**config.mk**
```make
export PLATFORM = sky130hd
export DESIGN_NAME = ex_mem_stage
export DESIGN_NICKNAME = d
export VERILOG_FILES = /design/src/rtl/ex_mem_stage.sv
export SDC_FILE = /design/constraint.sdc
export NUM_CORES = 1
export LEC_CHECK = 0
export BUFFER_PORTS_ARGS = -buffer_cell sky130_fd_sc_hd__buf_2
export CORE_AREA = 2 2 208 210
export DETAILED_ROUTE_END_ITERATION = 6
export DIE_AREA = 0 0 210 212
export PLACE_DENSITY = 0.55
export SLEW_MARGIN = 20
export SYNTH_ARGS = -nofsm -noshare
export SYNTH_HDL_FRONTEND = slang
export SYNTH_SLANG_ARGS = --single-unit
```
**constraint.sdc**
```tcl
create_clock -name clk -period 2.9 [get_ports clk]
set_input_delay 0.58 -clock clk [delete_from_list [all_inputs] [get_ports clk]]
set_output_delay 0.58 -clock clk [all_outputs]
set_load 0.05 [all_outputs]
```
**src/rtl/ex_mem_stage.sv**
```systemverilog
// ex_mem_stage: EX/MEM register with branch resolution and wrong-path squash; define BRANCH_STATS_EN for branch counters
module ex_mem_stage #(
  parameter int SQUASH_DEPTH = 2
) (
  input  logic        clk,
  input  logic        reset,
  input  logic        stall,
  input  logic        flush,
  input  logic        ex_valid,
  input  logic [63:0] ex_pc,
  input  logic [63:0] ex_imm,
  input  logic [63:0] alu_result,
  input  logic        alu_zero,
  input  logic [63:0] ex_rs2_data,
  input  logic [4:0]  ex_rd,
  input  logic        ex_branch,
  input  logic        ex_mem_read,
  input  logic        ex_mem_write,
  input  logic        ex_reg_write,
  input  logic        ex_mem_to_reg,
  output logic        mem_valid,
  output logic [63:0] mem_alu_result,
  output logic [63:0] mem_write_data,
  output logic [4:0]  mem_rd,
  output logic        mem_mem_read,
  output logic        mem_mem_write,
  output logic        mem_reg_write,
  output logic        mem_mem_to_reg,
  output logic        mem_pc_src,
  output logic [63:0] mem_branch_target,
  output logic        squash_active,
  output logic [31:0] stat_branches,
  output logic [31:0] stat_taken
);
  typedef enum logic {IDLE, SQUASH} state_t;
  typedef struct packed {
    logic        valid;
    logic [63:0] alu;
    logic [63:0] wdata;
    logic [4:0]  rd;
    logic        mr;
    logic        mw;
    logic        rw;
    logic        m2r;
    logic        pc_src;
    logic [63:0] target;
  } mem_t;
  state_t     state_q, state_d;
  logic [1:0] cnt_q, cnt_d;
  mem_t       mem_q, mem_d;
  logic       taken, normal;
  assign taken  = ex_valid & ex_branch & alu_zero;
  assign normal = ~flush & ~stall & (state_q == IDLE) & ex_valid;
  // state and squash counter registers
  always_ff @(posedge clk) begin
    state_q <= reset ? IDLE : state_d;
    cnt_q   <= reset ? 2'd0 : cnt_d;
  end
  // next state: flush aborts, squash counts down on advancing cycles, a loaded taken branch starts a squash
  always_comb begin
    state_d = state_q;
    cnt_d   = cnt_q;
    if (flush) begin
      state_d = IDLE;
      cnt_d   = 2'd0;
    end else if (!stall && state_q == SQUASH) begin
      cnt_d   = cnt_q - 2'd1;
      state_d = (cnt_q == 2'd1) ? IDLE : SQUASH;
    end else if (normal && taken) begin
      state_d = SQUASH;
      cnt_d   = 2'(SQUASH_DEPTH);
    end
  end
  // next stage contents: hold on stall, capture EX on a normal load, otherwise a zeroed bubble
  always_comb
    mem_d = flush ? '0 : stall ? mem_q : normal ?
      mem_t'{1'b1, alu_result, ex_rs2_data, ex_rd, ex_mem_read, ex_mem_write,
             ex_reg_write, ex_mem_to_reg, taken, ex_pc + (ex_imm << 1)} : '0;
  // stage register
  always_ff @(posedge clk)
    mem_q <= reset ? '0 : mem_d;
  assign mem_valid         = mem_q.valid;
  assign mem_alu_result    = mem_q.alu;
  assign mem_write_data    = mem_q.wdata;
  assign mem_rd            = mem_q.rd;
  assign mem_mem_read      = mem_q.mr;
  assign mem_mem_write     = mem_q.mw;
  assign mem_reg_write     = mem_q.rw;
  assign mem_mem_to_reg    = mem_q.m2r;
  assign mem_pc_src        = mem_q.pc_src;
  assign mem_branch_target = mem_q.target;
  assign squash_active     = state_q == SQUASH;
`ifdef BRANCH_STATS_EN
  logic [31:0] br_q, tk_q;
  // branch counters advance only on normal loads, so squashed branches are never counted
  always_ff @(posedge clk) begin
    if (reset) begin
      br_q <= '0;
      tk_q <= '0;
    end else if (normal) begin
      br_q <= br_q + 32'(ex_branch);
      tk_q <= tk_q + 32'(taken);
    end
  end
  assign stat_branches = br_q;
  assign stat_taken    = tk_q;
`else
  assign stat_branches = '0;
  assign stat_taken    = '0;
`endif
endmodule

```
==> flow_summary_export.csv <==
group,metric,value,unit
sta,hold_violations,0,
power_and_ir_drop,ir_drop,0.3617,mV
clocking,cts_setup_buffers,0,
sta,fin_tns_setup,0,ps
logic_synthesis,synth_top_area_share,37.26,%
logic_synthesis,ys_top_cells_by_area,"dfxtp_1 37%, a22oi_1 11%, ha_1 7.1%, nor2_1 7.0%, buf_4 4.5%",
sta,max-slew-margin-rel,44.56,%
place,io_buffers,474,
worst_setup_path,path_buf_inv,1,
logic_synthesis,synth_area,0.01107,mm^2
logic_synthesis,synth_edf_count,0,
layout,multiInputGateArea,0.006340,mm^2
layout,final-instance-count-excl-fill,2499,
outcome,outcome,"finished, final reports clean",
sta,fin_crit_sh,96.14,%
worst_setup_path,cp_cell_sequence,"buf_2 -> ha_1 -> a211oi_1 -> o21a_1 -> or4b_4 -> a211oi_2 -> o21ai_0 -> nand2_1 -> a21boi_1 -> a22oi_1 -> xnor2_1 -> o21ai_1",
logic_synthesis,synth-main-ff-cell,"dfxtp_1",
worst_setup_path,crit_family,"compound AO/OA/AOI/OAI gates",
worst_setup_path,critPathArrivalTime,3200,ps
floorplan,die_area,0.04452,mm^2
job,drv_cap,0,
layout,final_cell_area,0.01589,mm^2
min_path,min_from,"ex_pc[0]",
clocking,root_buffer,"clkbuf_16",
logic_synthesis,syn_area_per_cell,8.224,um^2
detailed_routing,routedWlPerCell,17.16,um
worst_setup_path,worst-path-stages,12,
detailed_routing,firstDrtPassIters,5,
min_path,holdCritPathClass,"in -> reg",
clocking,hold_buffers,0,
worst_setup_path,critical_path_class,"in -> reg",
logic_synthesis,synth_cells,1346,
worst_setup_path,worstPathRequired,3310,ps
worst_setup_path,r2r_slack,930,ps
place,dpl_cell_area,0.01505,mm^2
layout,num_antenna_cells,0,
sta,fin_crit,2788,ps
floorplan,initial_core_util,26.04,%
power_and_ir_drop,p_int,5.513,mW
detailed_routing,drc,0,
power_and_ir_drop,cellLeakagePower,7.571,nW
place,dpl.hpwl,33.63,mm
logic_synthesis,ys_types,65,
floorplan,die_w,210,um
global_routing,gr-total-overflow,0,
worst_setup_path,crit_slowest_cell,"or4b_4",
place,place_congestion,0.8781,
detailed_routing,antenna_violating_nets_post_route,0,
layout,drive_above_1_share,37.38,%
worst_setup_path,max_stage_delay,570,ps
logic_synthesis,yosys_warnings,0,
worst_setup_path,reg2reg_from,"squash_active",
global_routing,grt_use_total,18.04,%
sta,hold_ws,270.1,ps
logic_synthesis,async_reset_ff_share,0,%
sta,clock_skew,13.31,ps
logic_synthesis,synthMostInstantiatedCell,"nor2_1",
clocking,clock_latency,540,ps
floorplan,pin_count,540,
sta,rsz0062_at_grt,"no",
global_routing,grt_pass1_vias,11220,
sta,slew_violations,0,
place,dp_cells,2454,
global_routing,grt_pass1_wl,63.58,mm
logic_synthesis,synthTopCellsByCount,"207 x nor2_1, 206 x dfxtp_1, 164 x a22oi_1",
clocking,numCtsBuffers,25,
power_and_ir_drop,power_density,506.6,mW/mm^2
worst_setup_path,start_kind,"input port",
detailed_routing,num_vias,11900,
sta,fmax,0.3587,GHz
sta,setup-violations-final,0,
power_and_ir_drop,p_seq_share,35.9,%
clocking,cts_sinks,206,
detailed_routing,drt_iter0_drc,877,
power_and_ir_drop,combPwrFrac,25.2,%
power_and_ir_drop,clockPowerShare,38.8,%
detailed_routing,drt-total-wl,42.90,mm
clocking,cts-htree-levels,1,
layout,layout.nets,2271,
sta,worst_slew_pin_slew,831.6,ps
layout,n_fill_cell,4473,
global_routing,antenna_found_initial,2,
worst_setup_path,cp-end-kind,"register",
worst_setup_path,r2r_cells,7,
worst_setup_path,reg2reg_to,"mem_branch_target[58]",
min_path,worstHoldEndpoint,"mem_branch_target[0]",
layout,register_area,0.004124,mm^2
clocking,post_cts_resized,0,
global_routing,grt_max_degree,171,
logic_synthesis,yosys.area.top_type,"dfxtp_1",
power_and_ir_drop,switching_share,31.53,%
worst_setup_path,cp_max_fo,4,
layout,final_util,37.39,%
layout,area_growth,43.56,%
detailed_routing,viasPerCell,4.762,
floorplan,num_rows,76,
min_path,hold-path-cell-count,3,
logic_synthesis,synth_seq_cells,206,
floorplan,core_area,0.04251,mm^2
floorplan,die_h,212,um
logic_synthesis,ys_seq_area_share,37.26,%
clocking,clockBufferDepth,3,
clocking,cts_tree,"built",
clocking,path_clk_slew,60,ps
power_and_ir_drop,p_sw,2.538,mW
==> power by group through the flow <==
| stage | Combinational, mW | Clock, mW | Sequential [mW] |
|---|---|---|---|
| after floorplan | 1.14 | 0 | 3.09 |
| after global placement | 2.01 | 0 | 2.96 |
| after detailed placement | 2.01 | 0 | 2.96 |
| after CTS | 2.02 | 3.24 | 2.89 |
| after global routing | 2.21 | 3.35 | 2.90 |
| final | 2.03 | 3.13 | 2.89 |
==> metrics by stage <==
| step | worst slack (ps) | power, mW |
|---|---|---|
| CTS | 90.20 | 8.152 |
| global route | 9.291 | 8.450 |
| detailed placement | -488.9 | 4.967 |
| finish | 111.9 | 8.051 |
| global placement | -482.1 | 4.963 |
| floorplan | -4.562 | 4.227 |
==> final cells by class <==
cell class | instances | share of cell area (%)
clock buffer | 33 | 4.441
inverter | 23 | 0.5433
timing repair buffer | 662 | 24.16
multi-input combinational | 1017 | 39.89
tap | 546 | 4.299
clock inverter | 12 | 0.7086
sequential | 206 | 25.95
==> worst register-to-register path: stages, from the launching register on <==
cell	delay, ps
dfxtp_1	350
or4b_2	840
nor2_1	150
buf_4	220
nand4_1	110
o31ai_1	90
a21oi_1	70
nand2_1	80
==> placed cells by master (no fill, tap or decap), types with 7 or more instances in the layout <==
cell type / instances
o21ai_0: 61
ha_1: 61
xor2_1: 19
a211oi_1: 10
o21bai_1: 11
a31oi_1: 11
nand3_1: 19
and3_1: 10
a21oi_1: 74
conb_1: 64
nor2_1: 207
nand4_1: 24
buf_4: 184
o31ai_1: 8
a22oi_1: 164
inv_1: 23
dfxtp_1: 206
o21a_1: 8
xnor2_1: 30
nor2b_1: 7
clkbuf_16: 25
nand2_1: 81
o21ai_1: 10
buf_2: 473
nor3_1: 12
a21o_1: 35
==> routing by layer <==
metal / global-route usage [%] / vias up / routed length (um)
met5: 0 / - / 13
met4: 9.024 / 2 / 1979
met3: 3.176 / 75 / 2441
met2: 31.69 / 419 / 20980
met1: 21.18 / 5508 / 17480
li1: - / 5895 / -
==> cells by family (layout without fill, tap and decap cells) <==
logic type | after synthesis | after routing | share of synthesized area [%]
DFF | 206 | 206 | 37.26
other | 1 | 64 | 0.03388
adders and majority gates | 64 | 64 | 7.302
AOI/OAI and AO/OA | 437 | 437 | 26.66
buffers and inverters | 186 | 730 | 8.636
and+or+nand+nor | 400 | 400 | 15.96
muxes | 3 | 3 | 0.2713
xor gates and xnor gates | 49 | 49 | 3.877
==> worst max-delay path by stage <==
stage,start,end,slack (ps)
2_1_floorplan,ex_pc[28],mem_branch_target[59],-5
3_3_place_gp,ex_pc[2],mem_branch_target[54],-480
3_5_place_dp,ex_pc[2],mem_branch_target[60],-490
4_1_cts,ex_pc[2],mem_branch_target[60],90
5_1_grt,ex_pc[9],mem_branch_target[58],9
6_report,ex_pc[2],mem_branch_target[42],110
No activity file was read; power rests on OpenSTA's default activity.
